$ cat src/rtl/mips_pkg.sv
// Shared opcode constants, FSM state type and access classification helpers
// for the MIPS load/store unit.
package mips_pkg;

  localparam logic [5:0] OP_LB  = 6'h20;
  localparam logic [5:0] OP_LH  = 6'h21;
  localparam logic [5:0] OP_LW  = 6'h23;
  localparam logic [5:0] OP_LBU = 6'h24;
  localparam logic [5:0] OP_LHU = 6'h25;
  localparam logic [5:0] OP_SB  = 6'h28;
  localparam logic [5:0] OP_SH  = 6'h29;
  localparam logic [5:0] OP_SW  = 6'h2B;

  typedef enum logic [1:0] {
    ST_IDLE   = 2'd0,
    ST_ACCESS = 2'd1,
    ST_DONE   = 2'd2
  } lsu_state_t;

  function automatic logic is_load(input logic [5:0] op);
    case (op)
      OP_LB, OP_LH, OP_LW, OP_LBU, OP_LHU: is_load = 1'b1;
      default:                             is_load = 1'b0;
    endcase
  endfunction

  // Unknown opcodes and misaligned halves/words are rejected without a bus cycle.
  function automatic logic access_ok(input logic [5:0] op, input logic [1:0] addr_lo);
    case (op)
      OP_LB, OP_LBU, OP_SB: access_ok = 1'b1;
      OP_LH, OP_LHU, OP_SH: access_ok = ~addr_lo[0];
      OP_LW, OP_SW:         access_ok = (addr_lo == 2'b00);
      default:              access_ok = 1'b0;
    endcase
  endfunction

endpackage

$ cat src/rtl/lane_align.sv
// Combinational little-endian lane steering: byte enables, store replication
// and load extraction with sign/zero extension.
module lane_align
  import mips_pkg::*;
(
  input  logic [5:0]  opcode,
  input  logic [1:0]  addr_lo,
  input  logic [31:0] store_data,
  input  logic [31:0] read_word,
  output logic [3:0]  byteenable,
  output logic [31:0] write_word,
  output logic [31:0] load_word
);

  logic [7:0]  sel_byte;
  logic [15:0] sel_half;

  always_comb begin
    sel_byte = read_word[7:0];
    case (addr_lo)
      2'd0: sel_byte = read_word[7:0];
      2'd1: sel_byte = read_word[15:8];
      2'd2: sel_byte = read_word[23:16];
      2'd3: sel_byte = read_word[31:24];
      default: sel_byte = read_word[7:0];
    endcase
    sel_half = addr_lo[1] ? read_word[31:16] : read_word[15:0];
  end

  always_comb begin
    byteenable = 4'b0000;
    write_word = store_data;
    load_word  = read_word;
    case (opcode)
      OP_LB, OP_LBU, OP_SB: byteenable = 4'b0001 << addr_lo;
      OP_LH, OP_LHU, OP_SH: byteenable = addr_lo[1] ? 4'b1100 : 4'b0011;
      OP_LW, OP_SW:         byteenable = 4'b1111;
      default:              byteenable = 4'b0000;
    endcase
    case (opcode)
      OP_SB:   write_word = {4{store_data[7:0]}};
      OP_SH:   write_word = {2{store_data[15:0]}};
      default: write_word = store_data;
    endcase
    case (opcode)
      OP_LB:   load_word = {{24{sel_byte[7]}}, sel_byte};
      OP_LBU:  load_word = {24'h000000, sel_byte};
      OP_LH:   load_word = {{16{sel_half[15]}}, sel_half};
      OP_LHU:  load_word = {16'h0000, sel_half};
      default: load_word = read_word;
    endcase
  end

endmodule

$ cat src/rtl/load_store_unit.sv
// MIPS load/store unit: accepts one CPU request at a time, runs a single
// memory command with wait-state support and pulses done on completion.
module load_store_unit
  import mips_pkg::*;
#(
  parameter int ADDR_W = 32
) (
  input  logic              clk,
  input  logic              reset,
  input  logic              req_valid,
  input  logic [5:0]        opcode,
  input  logic [ADDR_W-1:0] addr,
  input  logic [31:0]       store_data,
  output logic              busy,
  output logic              done,
  output logic [31:0]       load_data,
  output logic              addr_error,
  output logic [ADDR_W-1:0] mem_address,
  output logic              mem_read,
  output logic              mem_write,
  output logic [3:0]        mem_byteenable,
  output logic [31:0]       mem_writedata,
  input  logic [31:0]       mem_readdata,
  input  logic              mem_waitrequest
);

  lsu_state_t        state_q, state_d;
  logic [5:0]        op_q;
  logic [ADDR_W-1:0] addr_q;
  logic [31:0]       sdata_q;
  logic              err_q;
  logic              accept, capture;
  logic [3:0]        lane_be;
  logic [31:0]       lane_wd, lane_ld;

  lane_align u_lane_align (
    .opcode     (op_q),
    .addr_lo    (addr_q[1:0]),
    .store_data (sdata_q),
    .read_word  (mem_readdata),
    .byteenable (lane_be),
    .write_word (lane_wd),
    .load_word  (lane_ld)
  );

  always_ff @(posedge clk) begin
    if (reset) begin
      state_q   <= ST_IDLE;
      op_q      <= 6'd0;
      addr_q    <= '0;
      sdata_q   <= 32'd0;
      err_q     <= 1'b0;
      load_data <= 32'd0;
    end else begin
      state_q <= state_d;
      if (accept) begin
        op_q    <= opcode;
        addr_q  <= addr;
        sdata_q <= store_data;
        err_q   <= ~access_ok(opcode, addr[1:0]);
      end
      if (capture) load_data <= lane_ld;
    end
  end

  always_comb begin
    state_d    = state_q;
    accept     = 1'b0;
    capture    = 1'b0;
    busy       = 1'b0;
    done       = 1'b0;
    addr_error = 1'b0;
    mem_read   = 1'b0;
    mem_write  = 1'b0;
    case (state_q)
      ST_IDLE: begin
        if (req_valid) begin
          accept  = 1'b1;
          state_d = access_ok(opcode, addr[1:0]) ? ST_ACCESS : ST_DONE;
        end
      end
      ST_ACCESS: begin
        busy      = 1'b1;
        mem_read  = is_load(op_q);
        mem_write = ~is_load(op_q);
        if (!mem_waitrequest) begin
          capture = is_load(op_q);
          state_d = ST_DONE;
        end
      end
      ST_DONE: begin
        busy       = 1'b1;
        done       = 1'b1;
        addr_error = err_q;
        state_d    = ST_IDLE;
      end
      default: state_d = ST_IDLE;
    endcase
  end

  assign mem_address    = {addr_q[ADDR_W-1:2], 2'b00};
  assign mem_byteenable = (state_q == ST_ACCESS) ? lane_be : 4'b0000;
  assign mem_writedata  = lane_wd;

endmodule

$ cat config.mk
export PLATFORM = sky130hd
export DESIGN_NAME = load_store_unit
export DESIGN_NICKNAME = d
export VERILOG_FILES = /design/src/rtl/mips_pkg.sv /design/src/rtl/lane_align.sv /design/src/rtl/load_store_unit.sv
export SDC_FILE = /design/constraint.sdc
export NUM_CORES = 1
export LEC_CHECK = 0
export ABC_CLOCK_PERIOD_IN_PS = 2150
export CAP_MARGIN = 0
export CELL_PAD_IN_SITES_DETAIL_PLACEMENT = 1
export CELL_PAD_IN_SITES_GLOBAL_PLACEMENT = 1
export CORE_UTILIZATION = 41
export DETAILED_ROUTE_END_ITERATION = 7
export DONT_BUFFER_PORTS = 1
export GPL_TIMING_DRIVEN = 0
export HOLD_SLACK_MARGIN = 0.06
export PLACE_DENSITY = 0.76
export SETUP_SLACK_MARGIN = 0.05
export SLEW_MARGIN = 5
export SYNTH_ARGS = -nofsm -noshare
export SYNTH_HDL_FRONTEND = slang
export SYNTH_SLANG_ARGS = --single-unit
$ cat constraint.sdc
create_clock -name clk -period 2.15 [get_ports clk]
set_input_delay 0.43 -clock clk [delete_from_list [all_inputs] [get_ports clk]]
set_output_delay 0.43 -clock clk [all_outputs]
set_load 0.01 [all_outputs]
==> results of run 1 <==
-- kinds of logic after synthesis --
group,count (synthesis),share of synthesized area
flops,105,0.401
compound gates,168,0.208
buf+inv,97,0.102
simple gates,227,0.183
fa+ha+maj,3,0.00717
other cells,1,0.000716
mux,39,0.0975
-- cells in the final DEF (no fill, tap or decap), types with 9 or more instances in the layout --
cell type / instances
nor2_1: 29
nand2_1: 167
a21oi_1: 79
dfxtp_1: 101
mux2_2: 16
clkbuf_1: 27
a211oi_1: 21
clkbuf_16: 9
mux2i_1: 15
nand2b_1: 12
buf_4: 55
-- flip-flops by register name, indices dropped and copies added (netlist names) --
| register | flops |
|---|---|
| addr_q | 32 |
| load_data | 32 |
| sdata_q | 32 |
| op_q | 6 |
| state_q | 2 |
| err_q | 1 |
-- final cells by class --
cell class | count | area [um^2]
buffer | 85 | 523
clock buffer | 10 | 229
clock inverter | 5 | 65.1
fill | 1512 | 6210
inverter | 8 | 30.0
multi-input combinational | 439 | 2710
sequential | 105 | 2110
tap | 168 | 210
timing repair buffer | 14 | 118
-- how the worst max path moves through the flow --
stage | startpoint | to | slack, ns | cells after the start
CTS | op_q[1] | mem_byteenable[0] | -0.33 | 6
finish | op_q[1] | mem_byteenable[0] | -0.19 | 4
global placement | op_q[5] | mem_writedata[11] | -0.44 | 4
detailed placement | op_q[5] | mem_writedata[12] | -0.55 | 4
floorplan | op_q[1] | mem_byteenable[2] | 0.07 | 6
global route | op_q[1] | mem_byteenable[0] | -0.23 | 4
-- metal layers --
| layer | track usage | vias up |
|---|---|---|
| li1 | - | 2216 |
| met1 | 0.276 | 2272 |
| met2 | 0.456 | 181 |
| met3 | 0.0938 | 25 |
| met4 | 0.0987 | 0 |
| met5 | 0 | - |
-- critical path, cell delays in order (launching register included) --
cell     delay, ns
dfxtp_2       0.35
or4b_4        0.56
buf_8         0.14
a211o_1       0.29
o21ai_2       0.22
-- report_power, final --
group / total (mW) / switching (mW) / internal, mW
combinational: 0.696 / 0.422 / 0.274
clock: 1.67 / 0.766 / 0.909
sequential: 2.11 / 0.0692 / 2.04
total: 4.48 / 1.26 / 3.22
-- what timing repair did --
item                       CTS  global route
setup endpoints to repair   56            56
setup buffers                6             8
pin swaps                    5             6
resized for setup           31            19
==> flow_metrics.tcl, run 1 <==
set metrics [dict create \
    status "finished, violations left" \
    violations "negative setup slack" \
    dr_wl_met2_um 8690 \
    drive_gt1_frac 0.221 \
    highest_layer "met4" \
    yosysUniqueCellTypes 42 \
    grt_pass1_wl_um 25700 \
    yosysTopAreaCellShare 0.401 \
    endpoint_kind "primary output" \
    finalNonFillerCells 834 \
    skew_ns 0.0127 \
    ctsHoldBuffers 0 \
    cts_tree "yes" \
    syn_inst 640 \
    numCtsBuffers 9 \
    routed_wl_um 17200 \
    hold_path.class "in2reg" \
    slew_violations 0 \
    drcViolationCount 0 \
    postRouteAntennaNets 0 \
    holdPathStages 2 \
    slew_headroom 0.352 \
    die_area_um2 13200 \
    h-tree-depth 3 \
    cp-start-kind "flip-flop" \
    synth_commonest_cells "nand2_1 (167), dfxtp_1 (105), a21oi_1 (80), buf_4 (40), clkbuf_1 (33)" \
    yosysMostFrequentCell "nand2_1" \
    setup_slack_ns -0.192 \
    vdd.ir_drop.worst_v 0.000361 \
    diodes 0 \
    rows 40 \
    place_congestion 0.833 \
    tightest_slew_ns 0.969 \
    power_mw 4.48 \
    grt_max_degree 20 \
    worstReg2RegStart "op_q[1]" \
    clk_path_buf_depth 2 \
    period_share 1.09 \
    cts-root-buf "clkbuf_16" \
    rrSetupSlack_ns -0.06 \
    setup_violations 17 \
    cts_sinks 105 \
    max-cap-violations 0 \
    reg2reg_depth 4 \
    cts.clk_slew.worst_paths_ns 0.07 \
    vias_per_cell 5.63 \
    post-route-cell-area_um2 6000 \
    worstSetupPathType "reg2out" \
    detail_route.iter0.violations 174 \
    core-area_um2 12200 \
    ys_seq_area_frac 0.401 \
    holdWs_ns 0.207 \
    dpl.hpwl_um 13000 \
    dp.cells 809 \
    grt_setup_unrepaired "yes" \
    max_freq_mhz 427 \
    die_h_um 115 \
    avgSynthCellArea_um2 8.18 \
    grt_overflow_total 0 \
    yosys.area.top_type "dfxtp_1" \
    nNetsFinal 771 \
    dr.pass1.iters 4 \
    powerDensity_nw_per_um2 746 \
    grt_pass1_vias 4788 \
    netlist_area_um2 5240 \
    post-route-min-period_ns 2.34 \
    worstPathRequired_ns 1.72 \
    design.portCount 211 \
    synth.area.top_cells "dfxtp_1 (40%), nand2_1 (12%), a21oi_1 (7.6%)" \
    hold_violations 0 \
    syn_to_final_growth_pct 14.5 \
    wl_per_cell_um 20.6 \
    clk_latency_ns 0.36 \
    grt_antenna_before_repair 0 \
    place_area_um2 5490 \
    yosysWarnings 0 \
    worst_ep_arrival_time_ns 1.91 \
    hold_start "opcode[3]" \
    port_buffers 0 \
    timing.rr.end "load_data[7]" \
    start_util 0.429 \
    track_usage 0.256 \
    wl_met1_um 6440 \
    hold_path_end "op_q[3]" \
    worstPathMaxFanout 4 \
    p_leak_nw 2.21 \
    dp_slack_ns -0.547 \
    setup-tns-final_ns -1.19 \
    met3WireLength_um 1670 \
    die_w_um 115 \
    synth_edf_count 0 \
    final_core_util 0.491 \
    ys_ff_latch 105 \
    vias 4694 \
    synthArstFlopShare 0 \
    synth_top_flop_cell "dfxtp_1" \
]
Note: power is estimated with default switching activity, not from simulation.
==> run 2: changes to the inputs <==
--- a/config.mk
+++ b/config.mk
@@ -12,10 +12,8 @@
 export CORE_UTILIZATION = 41
 export DETAILED_ROUTE_END_ITERATION = 7
 export DONT_BUFFER_PORTS = 1
-export GPL_TIMING_DRIVEN = 0
 export HOLD_SLACK_MARGIN = 0.06
 export PLACE_DENSITY = 0.76
-export SETUP_SLACK_MARGIN = 0.05
 export SLEW_MARGIN = 5
 export SYNTH_ARGS = -nofsm -noshare
 export SYNTH_HDL_FRONTEND = slang
==> flow_metrics.tcl, run 2 (synthesized netlist as in run 1, its figures left out) <==
set metrics [dict create \
    clk_latency_ns 0.35 \
    grt_overflow_total 0 \
    status "finished, violations left" \
    grt_setup_unrepaired "yes" \
    setup_slack_ns -0.0457 \
    detail_route.iter0.violations 170 \
    h-tree-depth 3 \
    cts_sinks 105 \
    reg2reg_depth 4 \
    nNetsFinal 698 \
    worst_ep_arrival_time_ns 1.77 \
    postRouteAntennaNets 0 \
    critPathTopFamily "simple AND/OR/NAND/NOR gates" \
    vias_per_cell 5.72 \
    grt_pass1_wl_um 23000 \
    hold_path.class "in2reg" \
    port_buffers 0 \
    drcViolationCount 0 \
    dr.pass1.iters 4 \
    rows 40 \
    dp.cells 744 \
    power_switching_mw 1.18 \
    timing.rr.end "load_data[7]" \
    most-common-layout-cells "nand2_1 (166), dfxtp_1 (100), a21oi_1 (79), nor2_1 (30), a211oi_1 (21)" \
    wl_per_cell_um 19.7 \
    diodes 0 \
    p_comb_frac 0.124 \
    holdPathStages 1 \
    slew_violations 0 \
    setup-tns-final_ns -0.148 \
    start_util 0.429 \
    max_freq_mhz 455 \
    cts_tree "yes" \
    vdd.ir_drop.worst_v 0.000432 \
    track_usage 0.225 \
    tightest_slew_ns 0.650 \
    design.portCount 211 \
    power_mw 4.38 \
    p_leak_nw 1.97 \
    setup_violations 4 \
    ctsHoldBuffers 0 \
    period_share 1.02 \
    syn_to_final_growth_pct 6.95 \
    finalNonFillerCells 761 \
    hold_path_end "op_q[5]" \
    max_stage_delay_ns 0.55 \
    timing.critical_path.buf_inv 0 \
    p_int_mw 3.20 \
    swShare 0.269 \
    place_congestion 0.847 \
    max-cap-violations 0 \
    grt_max_degree 107 \
    die_h_um 115 \
    vias 4355 \
    hold_violations 0 \
    final_core_util 0.459 \
    top_regs "addr_q (32), load_data (32), sdata_q (32)" \
    p_seq_frac 0.488 \
    die_area_um2 13200 \
    skew_ns 0.00515 \
    critPathSlowestCell "or4b_4" \
    grt_pass1_vias 4482 \
    final_common_cell "nand2_1" \
    drive_gt1_frac 0.172 \
    dp_slack_ns -0.0881 \
    dpl.hpwl_um 10600 \
    cts.clk_slew.worst_paths_ns 0.07 \
    violations "negative setup slack" \
    slew_headroom 0.556 \
    worstPathRequired_ns 1.72 \
    power_frac_clock 0.388 \
    endpoint_kind "primary output" \
    worstSetupPathType "reg2out" \
    worstReg2RegStart "op_q[3]" \
    cp-start-kind "flip-flop" \
    routed_wl_um 15000 \
    rrSetupSlack_ns 0.06 \
    hold_start "reset" \
    numCtsBuffers 9 \
    post-route-min-period_ns 2.20 \
    path_cells "or4b_4 -> a211o_1 -> o21ai_2" \
    core-area_um2 12200 \
    powerDensity_nw_per_um2 781 \
    clk_path_buf_depth 2 \
    worstPathMaxFanout 4 \
    cts-root-buf "clkbuf_16" \
    die_w_um 115 \
    grt_antenna_before_repair 0 \
]
## run 2: cell types whose count changed in the layout (fill, tap and decap cells not counted), moves of 4 or more
| cell | before | now |
|---|---|---|
| clkbuf_1 | 27 | 0 |
| buf_4 | 55 | 18 |
| buf_1 | 4 | 0 |
| buf_12 | 1 | 6 |
| o21ai_0 | 4 | 12 |
| buf_2 | 4 | 0 |
| o21ai_1 | 5 | 0 |
## run 2: worst max path at each step
stage,slack (ns),cells after the start,end,startpoint
floorplan,0.006,6,mem_byteenable[2],op_q[1]
global placement,0.04,4,load_data[26],op_q[3]
detailed placement,-0.09,4,load_data[17],op_q[5]
CTS,-0.07,3,mem_byteenable[0],op_q[1]
global route,-0.08,3,mem_byteenable[1],op_q[3]
finish,-0.05,3,mem_byteenable[1],op_q[1]
## run 2: worst reg2reg max path, delay by kind of cell, from the launching register on
kind	cells	cell delay, ns
flops	1	0.35
simple gates	1	0.40
compound gates	3	1.28
## run 2: per-stage QoR
stage | hold slack [ns] | cell area [um^2]
5_1_grt | 0.136 | 5600
3_3_place_gp | 0.434 | 5220
6_report | 0.153 | 5600
3_5_place_dp | 0.441 | 5220
4_1_cts | 0.138 | 5580
2_1_floorplan | 0.433 | 5260
## run 2: routing by layer
layer  GRT usage  part of all wire  wire length [um]
met1       0.239              0.37              5580
met2       0.390              0.49              7380
met5           0                 0                 0
met3      0.0843              0.10              1510
met4       0.115             0.033               489
## run 2: area by class of cell
type	instances	area, um^2
clock inverter	5	65.1
multi-input combinational	439	2670
inverter	8	30.0
sequential	105	2110
timing repair buffer	26	278
tap	168	210
fill	1457	6610
clock buffer	10	239
## run 2: what timing repair did
item                                    in CTS  in global routing
setup buffers                                2                  0
gates resized for setup                      8                 10
endpoints found under the setup margin      44                 31
pin swaps                                    4                  2
## run 2: power groups by stage
stage,Clock (mW),Combinational [mW],Sequential [mW]
floorplan,0,0.522,2.12
global placement,0,0.516,2.17
detailed placement,0,0.540,2.18
CTS,1.74,0.546,2.13
global route,1.83,0.602,2.15
finish,1.70,0.543,2.13
